==> src/rtl/operand_fetch.sv <==
// Operand fetch / issue stage in front of the 3R/1W register file.
// Tracks in-flight writers in a pending scoreboard, stalls on RAW/WAW
// hazards, forwards same-cycle writeback data and registers the
// selected operands for the execute stage.

// Per-operand lane: hazard detection and operand mux for one source.
module operand_fetch_lane #(
    parameter int NUM_ADDR_BITS = 6,
    parameter int REG_WIDTH     = 32,
    parameter int NUM_REGS      = 2**NUM_ADDR_BITS
) (
    input  logic [NUM_ADDR_BITS-1:0] i_src,
    input  logic [REG_WIDTH-1:0]     i_rd_data,
    input  logic [NUM_REGS-1:0]      i_pend_eff,
    input  logic                     i_wb_valid,
    input  logic [NUM_ADDR_BITS-1:0] i_wb_addr,
    input  logic [REG_WIDTH-1:0]     i_wb_data,
    output logic                     o_raw,
    output logic [REG_WIDTH-1:0]     o_op
);
    logic w_src_nz;

    assign w_src_nz = (i_src != '0);
    assign o_raw    = w_src_nz & i_pend_eff[i_src];

    // Register 0 reads as zero; a matching writeback beats the stale regfile read.
    always_comb begin
        o_op = i_rd_data;
        if (!w_src_nz)
            o_op = '0;
        else if (i_wb_valid && (i_wb_addr == i_src))
            o_op = i_wb_data;
    end
endmodule

module operand_fetch #(
    parameter int NUM_ADDR_BITS = 6,
    parameter int REG_WIDTH     = 32,
    parameter int NUM_REGS      = 2**NUM_ADDR_BITS
) (
    input  logic                     clk,
    input  logic                     reset,
    input  logic                     inValid,
    output logic                     inReady,
    input  logic [NUM_ADDR_BITS-1:0] inSrcA,
    input  logic [NUM_ADDR_BITS-1:0] inSrcB,
    input  logic [NUM_ADDR_BITS-1:0] inSrcC,
    input  logic [NUM_ADDR_BITS-1:0] inDst,
    input  logic                     inWritesDst,
    output logic [NUM_ADDR_BITS-1:0] rdAddrA,
    output logic [NUM_ADDR_BITS-1:0] rdAddrB,
    output logic [NUM_ADDR_BITS-1:0] rdAddrC,
    input  logic [REG_WIDTH-1:0]     rdDataA,
    input  logic [REG_WIDTH-1:0]     rdDataB,
    input  logic [REG_WIDTH-1:0]     rdDataC,
    input  logic                     wbValid,
    input  logic [NUM_ADDR_BITS-1:0] wbAddr,
    input  logic [REG_WIDTH-1:0]     wbData,
    output logic                     outValid,
    input  logic                     outReady,
    output logic [REG_WIDTH-1:0]     outOpA,
    output logic [REG_WIDTH-1:0]     outOpB,
    output logic [REG_WIDTH-1:0]     outOpC,
    output logic [NUM_ADDR_BITS-1:0] outDst,
    output logic                     outWritesDst,
    output logic                     busy
);
    localparam int NUM_OPS = 3;
    localparam logic [NUM_REGS-1:0] ONE_HOT0 = {{(NUM_REGS-1){1'b0}}, 1'b1};

    logic [NUM_REGS-1:0]                     r_pending;
    logic                                    r_out_valid;
    logic [NUM_OPS-1:0][REG_WIDTH-1:0]       r_out_op;
    logic [NUM_ADDR_BITS-1:0]                r_out_dst;
    logic                                    r_out_wr;

    logic [NUM_REGS-1:0]                     w_wb_clr;
    logic [NUM_REGS-1:0]                     w_iss_set;
    logic [NUM_REGS-1:0]                     w_pend_eff;
    logic [NUM_OPS-1:0][NUM_ADDR_BITS-1:0]   w_src;
    logic [NUM_OPS-1:0][REG_WIDTH-1:0]       w_rd;
    logic [NUM_OPS-1:0][REG_WIDTH-1:0]       w_op;
    logic [NUM_OPS-1:0]                      w_raw;
    logic                                    w_waw;
    logic                                    w_hazard;
    logic                                    w_issue;
    logic                                    w_dst_tracked;

    assign rdAddrA = inSrcA;
    assign rdAddrB = inSrcB;
    assign rdAddrC = inSrcC;

    assign w_src = {inSrcC, inSrcB, inSrcA};
    assign w_rd  = {rdDataC, rdDataB, rdDataA};

    // Writeback clears its pending bit in the same cycle so a waiting reader can issue.
    assign w_wb_clr   = wbValid ? (ONE_HOT0 << wbAddr) : '0;
    assign w_pend_eff = r_pending & ~w_wb_clr;

    genvar g;
    generate
        for (g = 0; g < NUM_OPS; g++) begin : g_lane
            operand_fetch_lane #(
                .NUM_ADDR_BITS(NUM_ADDR_BITS),
                .REG_WIDTH    (REG_WIDTH),
                .NUM_REGS     (NUM_REGS)
            ) u_lane (
                .i_src     (w_src[g]),
                .i_rd_data (w_rd[g]),
                .i_pend_eff(w_pend_eff),
                .i_wb_valid(wbValid),
                .i_wb_addr (wbAddr),
                .i_wb_data (wbData),
                .o_raw     (w_raw[g]),
                .o_op      (w_op[g])
            );
        end
    endgenerate

    // Register 0 is never tracked, so it neither stalls nor becomes pending.
    assign w_dst_tracked = inWritesDst & (inDst != '0);
    assign w_waw         = w_dst_tracked & w_pend_eff[inDst];
    assign w_hazard      = (|w_raw) | w_waw;
    assign inReady       = ~w_hazard & (~r_out_valid | outReady);
    assign w_issue       = inValid & inReady;
    assign w_iss_set     = (w_issue & w_dst_tracked) ? (ONE_HOT0 << inDst) : '0;

    // Scoreboard: clear on writeback, set on issue; set applied last so a new writer wins.
    always_ff @(posedge clk or posedge reset) begin
        if (reset)
            r_pending <= '0;
        else
            r_pending <= (r_pending & ~w_wb_clr) | w_iss_set;
    end

    // Output pipeline register: load on issue, drain on outReady, otherwise hold.
    always_ff @(posedge clk or posedge reset) begin
        if (reset) begin
            r_out_valid <= 1'b0;
            r_out_op    <= '0;
            r_out_dst   <= '0;
            r_out_wr    <= 1'b0;
        end else if (w_issue) begin
            r_out_valid <= 1'b1;
            r_out_op    <= w_op;
            r_out_dst   <= inDst;
            r_out_wr    <= inWritesDst;
        end else if (outReady) begin
            r_out_valid <= 1'b0;
        end
    end

    assign outValid     = r_out_valid;
    assign outOpA       = r_out_op[0];
    assign outOpB       = r_out_op[1];
    assign outOpC       = r_out_op[2];
    assign outDst       = r_out_dst;
    assign outWritesDst = r_out_wr;
    assign busy         = |r_pending;
endmodule
==> config.mk <==
export PLATFORM = sky130hd
export DESIGN_NAME = operand_fetch
export DESIGN_NICKNAME = d
export VERILOG_FILES = /design/src/rtl/operand_fetch.sv
export SDC_FILE = /design/constraint.sdc
export NUM_CORES = 1
export LEC_CHECK = 0
export CELL_PAD_IN_SITES_DETAIL_PLACEMENT = 2
export CELL_PAD_IN_SITES_GLOBAL_PLACEMENT = 2
export CORE_MARGIN = 2
export CORE_UTILIZATION = 33
export DETAILED_ROUTE_END_ITERATION = 10
export PLACE_DENSITY_LB_ADDON = 0.3
export SETUP_SLACK_MARGIN = 0.2
export SYNTH_ARGS = -nofsm -noshare
export SYNTH_HDL_FRONTEND = slang
export SYNTH_SLANG_ARGS = --single-unit
==> constraint.sdc <==
create_clock -name clk -period 9.07 [get_ports clk]
set_input_delay 2.2675 -clock clk [delete_from_list [all_inputs] [get_ports clk]]
set_output_delay 2.2675 -clock clk [all_outputs]
set_load 0.02 [all_outputs]
# Word level (Yosys, flattened, before mapping)

Index checks and enable logic that the tools add are counted.

Reductions and logical operators: 10
Magnitude comparators: 4
Multiplexer cells: 18
Bitwise gates (word level): 15
Shifts and indexed selects: 2
Eq/ne operators: 3

Operators by type and width:

| cell                                                | number |
|---|---|
| two-way mux 32 bit                                  | 6 |
| two-way mux 64 bit                                  | 2 |
| left shift 1 x 6 -> 64 bit (first input constant)   | 2 |
| AND 64 bit                                          | 1 |
| inverter 64 bit                                     | 1 |
| OR 64 bit                                           | 1 |
| OR reduction 64 bit                                 | 1 |
| < comparator 6 x 7 -> 1 bit (second input constant) | 4 |
| binary-select mux 1 bit (select 6 bit)              | 4 |
| nonzero test 6 bit                                  | 4 |
| == test 6 bit                                       | 3 |
| AND 1 bit                                           | 8 |
| two-way mux 1 bit                                   | 6 |
| logical AND 1 bit                                   | 3 |
| OR reduction 3 bit                                  | 1 |
| inverter 1 bit                                      | 2 |
| OR 1 bit                                            | 2 |
| nonzero test 2 bit                                  | 1 |

Logic and storage cells: 59
Bits in registers: 168
Output and inout port bits: 124
Input port bits: 164

# Logic depth before layout (Yosys ltp)

Gate-level depths: netlist (run 1).

Depth after elaboration: 15
Depth in mapped cells: 14

# By module

Synthesis (run 1) repeated with hierarchy kept, for this count alone.

Cell total of the unflattened synthesis: 1077
Area, all modules: 12050.3 um^2

Modules (own cells, without submodules):

| module             | cells an instance | area an instance (um^2) | seq. area each (um^2) | instances |
|---|---|---|---|---|
| operand_fetch      | 705               | 8311.7                  | 4204.0                | 1 |
| operand_fetch_lane | 124               | 1246.2                  | 0.0                   | 3 |

# Worst setup path before layout (run 1)

No wires, ideal clock.

Kind: input-to-output
Start: input port wbAddr[1]
End: output port inReady
Cell stages on the path: 10
Data required time: 6.803 ns
Path slack: 2.202 ns
Arrival time: 4.601 ns
Path buffers: 2
Cell sequence: buf_4 > or3b_1 > buf_6 > o21ai_4 > mux4_2 > o32ai_1 > or4_1 > nor4b_1 > o211a_1 > and2_1

Word-level cells in the longest chain between the ends: 11

Ends and longest elaborated chain:

| element                                 | line | text |
|---|---|---|
| from (decl)                             | 57   | `input logic [NUM_ADDR_BITS-1:0] wbAddr,` |
| left shift 1 x 6 -> 64 bit *            | 97   | `assign w_wb_clr = wbValid ? (ONE_HOT0 << wbAddr) : '0;` |
| two-way mux 64 bit *                    | 97   |  |
| inverter 64 bit *                       | 98   | `assign w_pend_eff = r_pending & ~w_wb_clr;` |
| AND 64 bit *                            | 98   |  |
| binary-select mux 1 bit (select 6 bit)  | 24   | `assign o_raw = w_src_nz & i_pend_eff[i_src];` |
| two-way mux 1 bit (implied by the code) | 24   |  |
| AND 1 bit                               | 24   |  |
| OR reduction 3 bit                      | 123  | `assign w_hazard = (\|w_raw) \| w_waw;` |
| OR 1 bit *                              | 123  |  |
| inverter 1 bit *                        | 124  | `assign inReady = ~w_hazard & (~r_out_valid \| outReady);` |
| AND 1 bit *                             | 124  |  |
| to (decl)                               | 44   | `output logic inReady,` |

Mark *: on every way between the ends. The rest lies on a longest branch, timed or not. The select of a mux whose other input is x is not followed.

# Final worst setup path (run 1)

Start: input port wbAddr[3]
End: output port inReady

The elaborated chain is that of the path after synthesis.

==> flow_metrics.py, run 1 <==
metrics = {
    "setup_path": {
        "path_cells": "clkdlybuf4s50_1 -> or3b_1 -> o21ai_4 -> mux4_2 -> o32ai_1 -> or4_1 -> nor4b_1 -> o211a_1 -> and2_1 -> clkdlybuf4s50_1",
        "r2r-start": "r_pending[16]",
        "end_kind": "primary output",
        "reg2reg_setup_slack_ns": 5.09,
        "path_max_fanout": 9,
        "ff2ff_path_depth": 9,
        "crit_type": "primary input to primary output",
        "crit_family": "simple AND/OR/NAND/NOR gates",
        "cp-start-kind": "primary input",
        "critical-path-max-stage-delay_ns": 0.72,
        "critPathBufInv": 2,
        "crit_path_frequent_cell": "clkdlybuf4s50_1",
        "r2r_end": "outOpB[1]",
        "critPathArrivalTime_ns": 6.50,
        "cp_slowest_cell": "clkdlybuf4s50_1",
        "cp_data_required_time_ns": 6.80,
    },
    "die": {
        "fp.dieArea_um2": 35900,
        "die_w_um": 189,
        "start_util": 0.337,
        "core-area_um2": 33700,
        "row_count": 67,
        "fp.dieH_um": 189,
        "io_pins": 288,
    },
    "global_routing": {
        "use_met2": 0.593,
        "grt_pass1_wl_mm": 91.1,
        "grt-ovfl-total": 0,
        "grt_usage": 0.348,
        "grtUsageMet1": 0.415,
        "antenna_found_initial": 3,
        "grt_pass1_vias": 12800,
        "grt_max_degree": 88,
        "grt_use_met3": 0.0910,
        "busiest_layer": "met2",
    },
    "yosys": {
        "synth_area_um2": 11300,
        "synth_enable_flop_cells": 0,
        "synth_compound_area_frac": 0.175,
        "synth.area.top_cells": "dfrtp_1 (37%), mux2i_1 (6.9%), mux2_2 (6.4%)",
        "synth_fa_ha_area_frac": 0,
        "synth_top_area_cell": "dfrtp_1",
        "yosysUniqueCellTypes": 72,
        "yosysSeqAreaShare": 0.371,
        "synth_xor_area_frac": 0.0139,
        "synthCells": 1146,
        "synth_most_common_cell": "dfrtp_1",
        "synth_ff_type": "dfrtp_1",
        "synth_top_area_share": 0.371,
        "avgSynthCellArea_um2": 9.90,
        "synth_top_family_by_area": "multiplexers",
        "muxShareOfSynthArea": 0.239,
        "async_reset_ff_frac": 1.00,
        "synth_common_cells": "dfrtp_1 (168), nor2_1 (104), nand2_1 (92), mux2i_1 (78), o31ai_1 (65)",
        "yosys.area_share.simple": 0.139,
        "yosysWarnings": 0,
        "synth-seq-cells": 168,
        "synth_fp_nets": 1310,
    },
    "power": {
        "p_sw_uw": 1250,
        "cell_internal_pwr_uw": 2130,
        "powerDensity_nw_per_um2": 216,
        "power.leakage_uw": 0.00604,
        "power_frac_clock": 0.244,
        "power_frac_comb": 0.428,
        "switching_share": 0.369,
        "seqPwrFrac": 0.328,
        "peakVddDrop_mv": 0.141,
        "finalPower_uw": 3380,
    },
    "cells_and_area": {
        "fin_cells": 1905,
        "drive_above_1_share": 0.199,
        "layout.nets": 1606,
        "fin_util": 0.464,
        "syn_to_final_growth_pct": 37.7,
    },
    "timing": {
        "finalCriticalPeriod_ns": 8.77,
        "setup-violations-final": 0,
        "finClkSkew_ns": 0.0134,
        "fin_tns_setup_ns": 0,
        "slew_viol_final": 0,
        "slew_headroom": 0.395,
        "fin_crit_sh": 0.967,
        "tightest_slew_ns": 0.908,
        "rsz0062_at_grt": "false",
        "final-hold-violation-count": 0,
        "clock.fmax_mhz": 114,
    },
    "drt": {
        "drt_wl_total_mm": 62.9,
        "drc": 0,
        "dr.pass1.iters": 5,
        "vias": 11800,
        "viasPerCell": 6.19,
        "drtAntennaViolNets": 0,
        "drt_iter0_markers": 862,
        "avgRoutedWirePerCell_um": 33.0,
    },
    "worst_hold_path": {
        "hp-class": "flip-flop to flip-flop",
        "holdPathEnd": "outOpC[4]",
        "hp-start": "outOpC[4]",
        "hold_depth": 1,
    },
    "cts": {
        "clock-sinks": 168,
        "cts-root-buf": "clkbuf_16",
        "cts_buffer_depth": 2,
        "cts_buffers": 17,
        "ctsResizeCount": 0,
        "htree_num_levels": 4,
        "post_cts_buffers": 0,
        "ctsHoldBuffers": 0,
        "clk_latency_ns": 0.47,
        "cts_tree": "yes",
        "clkTransAtPathRegs_ns": 0.06,
    },
    "run_status": {
        "status": "complete, no violations",
    },
    "run": {
        "maxCapViolCount": 0,
    },
    "placement": {
        "dp_hpwl_mm": 44.8,
        "place_congestion": 0.969,
        "post-place-cells": 1871,
        "io_buffers": 287,
    },
}
==> cell families (layout without fill, tap and decap cells) <==
group / Yosys count / count (layout)
other cells: 0 / 2
simple gates: 325 / 325
compound gates: 292 / 292
flops: 168 / 168
buf+inv: 134 / 443
xor+xnor: 18 / 18
mux: 209 / 209
==> cell usage in the layout, fill, tap and decap left out, types with 20 or more instances in the layout <==
| cell type | n |
|---|---|
| a21oi_1 | 41 |
| buf_4 | 107 |
| clkdlybuf4s50_1 | 287 |
| dfrtp_1 | 168 |
| mux2_2 | 64 |
| mux2_4 | 40 |
| mux2i_1 | 78 |
| mux4_2 | 27 |
| nand2_1 | 91 |
| nor2_1 | 103 |
| nor4_1 | 20 |
| o211ai_1 | 32 |
| o21ai_0 | 58 |
| o31ai_1 | 65 |
==> power groups by stage <==
stage                     clock, uW  sequential [uW]  combinational [uW]
after floorplan                   0             1320                 455
after global routing            858             1130                1500
after global placement            0             1080                1380
final                           825             1110                1450
after CTS                       835             1110                1440
after detailed placement          0             1110                1420
==> area by class of cell <==
type                            instances  area, um^2
Multi-Input combinational cell        844        6460
Sequential cell                       168        4200
Clock inverter                         13         190
Inverter                               16        65.1
Fill cell                            3530       18100
Clock buffer                           19         443
Timing Repair Buffer                  395        3700
Antenna cell                            2        5.00
Tap cell                              448         561
==> how the worst max path moves through the flow <==
stage,depth (start not counted),start,slack (ns),to
after global routing,10,wbAddr[0],0.22,inReady
after detailed placement,10,wbAddr[3],0.40,inReady
after CTS,10,wbAddr[3],0.37,inReady
after floorplan,10,wbAddr[1],2.20,inReady
final,10,wbAddr[3],0.30,inReady
after global placement,10,wbAddr[3],0.42,inReady
==> flip-flops by register name, summed over array words and instances, names as in the netlist <==
name,flops
outOpB,32
outOpA,32
outOpC,32
outValid,1
outWritesDst,1
r_pending,64
outDst,6
==> layer usage <==
metal,wire (um),vias to the layer above
met5,0,-
met4,2580,0
met3,5200,148
met2,30600,616
met1,24500,6141
li1,-,4889
==> through the flow <==
step	worst slack [ns]	hold WS (ns)	instance area [um^2]
final	0.301	0.506	15600
after global routing	0.223	0.519	15600
after CTS	0.374	0.512	15600
after detailed placement	0.403	0.497	15000
after global placement	0.415	0.490	15000
after floorplan	2.20	0.503	11300
No activity file was read; power rests on OpenSTA's default activity.
==> inputs of run 2 (changes only) <==
SKIP_CTS_REPAIR_TIMING = 1   (was unset)
SKIP_LAST_GASP = 1   (was unset)
==> results of run 2 <==
Final layout, timing and power as in run 1 (identical DEF).
==> inputs of run 3 (changes only) <==
GPL_ROUTABILITY_DRIVEN = 0   (was unset)
==> flow_metrics.py, run 3 (same netlist as run 1, synthesis figures left out) <==
metrics = {
    "global_routing": {
        "grt_usage": 0.340,
        "grt_pass1_vias": 12800,
        "grt_pass1_wl_mm": 89.9,
        "grt-ovfl-total": 0,
        "antenna_found_initial": 2,
        "grt_max_degree": 78,
    },
    "cells_and_area": {
        "fin_cells": 1879,
        "final_cell_mix": "clkdlybuf4s50_1 (287), dfrtp_1 (168), nor2_1 (103), nand2_1 (91), buf_4 (82)",
        "n_fill_cell": 3464,
        "syn_to_final_growth_pct": 35.6,
        "final_common_cell": "clkdlybuf4s50_1",
        "layout.nets": 1581,
        "drive_above_1_share": 0.185,
        "regMostFlops": "r_pending",
        "largest_reg_flops": 64,
    },
    "cts": {
        "cts-root-buf": "clkbuf_16",
        "cts_tree": "yes",
        "cts_buffers": 17,
        "htree_num_levels": 4,
        "clkTransAtPathRegs_ns": 0.08,
        "cts_buffer_depth": 2,
        "clock-sinks": 168,
        "clk_latency_ns": 0.48,
    },
    "worst_hold_path": {
        "hp-class": "flip-flop to flip-flop",
    },
    "die": {
        "die_w_um": 189,
        "core-area_um2": 33700,
        "fp.dieArea_um2": 35900,
        "fp.dieH_um": 189,
        "start_util": 0.337,
        "io_pins": 288,
        "row_count": 67,
    },
    "power": {
        "power.leakage_uw": 0.00590,
        "peakVddDrop_mv": 0.157,
        "power_frac_comb": 0.435,
        "power_frac_clock": 0.228,
        "p_sw_uw": 1260,
        "cell_internal_pwr_uw": 2020,
        "switching_share": 0.384,
        "powerDensity_nw_per_um2": 213,
        "finalPower_uw": 3280,
        "seqPwrFrac": 0.337,
    },
    "setup_path": {
        "cp-start-kind": "primary input",
        "critPathBufInv": 2,
        "path_max_fanout": 11,
        "cp_data_required_time_ns": 6.80,
        "crit_path_frequent_cell": "clkdlybuf4s50_1",
        "crit_type": "primary input to primary output",
        "critPathArrivalTime_ns": 6.56,
        "end_kind": "primary output",
        "crit_family": "buffers and inverters",
        "cp_slowest_cell": "o21ai_0",
        "path_cells": "clkdlybuf4s50_1 -> nand3b_1 -> o21ai_0 -> o211ai_1 -> nand4b_1 -> nor4_1 -> nor4b_1 -> o211a_1 -> and2_1 -> clkdlybuf4s50_1",
        "critical-path-max-stage-delay_ns": 0.89,
    },
    "timing": {
        "fin_tns_setup_ns": 0,
        "worst_slack_ns": 0.244,
        "slew_headroom": 0.352,
        "fin_crit_sh": 0.973,
        "final-hold-violation-count": 0,
        "finClkSkew_ns": 0.0196,
        "tightest_slew_ns": 0.969,
        "slew_viol_final": 0,
        "finalCriticalPeriod_ns": 8.83,
        "rsz0062_at_grt": "false",
        "clock.fmax_mhz": 113,
        "setup-violations-final": 0,
    },
    "drt": {
        "drc": 0,
        "vias": 11900,
        "drtAntennaViolNets": 0,
        "dr.pass1.iters": 5,
        "viasPerCell": 6.31,
        "drt_iter0_markers": 1311,
        "avgRoutedWirePerCell_um": 32.6,
        "drt_wl_total_mm": 61.3,
    },
    "placement": {
        "dp_hpwl_mm": 44.3,
        "pre_cts_ws_ns": 0.378,
        "post-place-cells": 1843,
        "io_buffers": 287,
    },
    "run": {
        "maxCapViolCount": 0,
    },
    "run_status": {
        "status": "complete, no violations",
    },
}
run 3: cell types whose count changed in the layout (fill, tap and decap cells not counted), sizes merged:
| cell | before | now |
|---|---|---|
| buf | 108 | 83 |
| bufinv | 4 | 0 |
| clkbuf | 19 | 17 |
| clkinvlp | 1 | 3 |
| diode | 2 | 1 |
| inv | 19 | 23 |
run 3: layout make-up:
class	count	area (um^2)	area share
diodes	1	2.50	0.000163
clock buffers	17	425	0.0277
clock inverters	15	153	0.00992
inverters	16	65.1	0.00423
multi-input cells	844	6460	0.420
flip-flops and latches	168	4200	0.273
well taps	448	561	0.0364
repair buffers	370	3510	0.228
run 3: worst register-to-register path, cell delays in order (launching register included):
cell and delay [ns]:
dfrtp_1 0.45, o21ai_1 0.12, buf_4 0.19, o2111ai_1 0.19, o311ai_0 0.18, o41ai_1 0.67
o221ai_1 0.41, and2_1 0.31, nand2_2 0.71, buf_12 0.32, mux2_2 0.39
run 3: metal layers:
metal | GRT usage | share of wire
met5 | 0 | 0.00021
met4 | 0.163 | 0.048
met3 | 0.0823 | 0.099
met2 | 0.566 | 0.48
met1 | 0.414 | 0.38
run 3: worst paths after layout:
| check | slack [ns] | startpoint | endpoint | depth (start not counted) |
|---|---|---|---|---|
| worst max-delay path | 0.24 | wbAddr[3] | inReady | 10 |
| worst min-delay path | 0.51 | outOpC[29] | outOpC[29] | 1 |
| worst max register to register | 5.04 | r_pending[19] | outDst[1] | 10 |
| worst min register to register | 0.51 | outOpC[29] | outOpC[29] | 1 |
| max in group asynchronous | 5.44 | reset | outOpC[1] | 3 |
| min in group asynchronous | 2.34 | reset | r_pending[6] | 2 |
run 3: through the flow:
step / instance area [um^2] / utilization / hold slack [ns]
CTS: 15400 / 0.456 / 0.513
finish: 15400 / 0.456 / 0.510
global placement: 14800 / 0.439 / 0.489
global route: 15400 / 0.456 / 0.530
floorplan: 11300 / - / 0.503
detailed placement: 14800 / 0.439 / 0.495
run 3: power groups by stage:
stage / Combinational [uW] / Clock (uW) / Sequential (uW)
after floorplan: 455 / 0 / 1320
after global placement: 1370 / 0 / 1080
after detailed placement: 1400 / 0 / 1110
after CTS: 1420 / 761 / 1100
after global routing: 1480 / 783 / 1130
final: 1430 / 748 / 1100
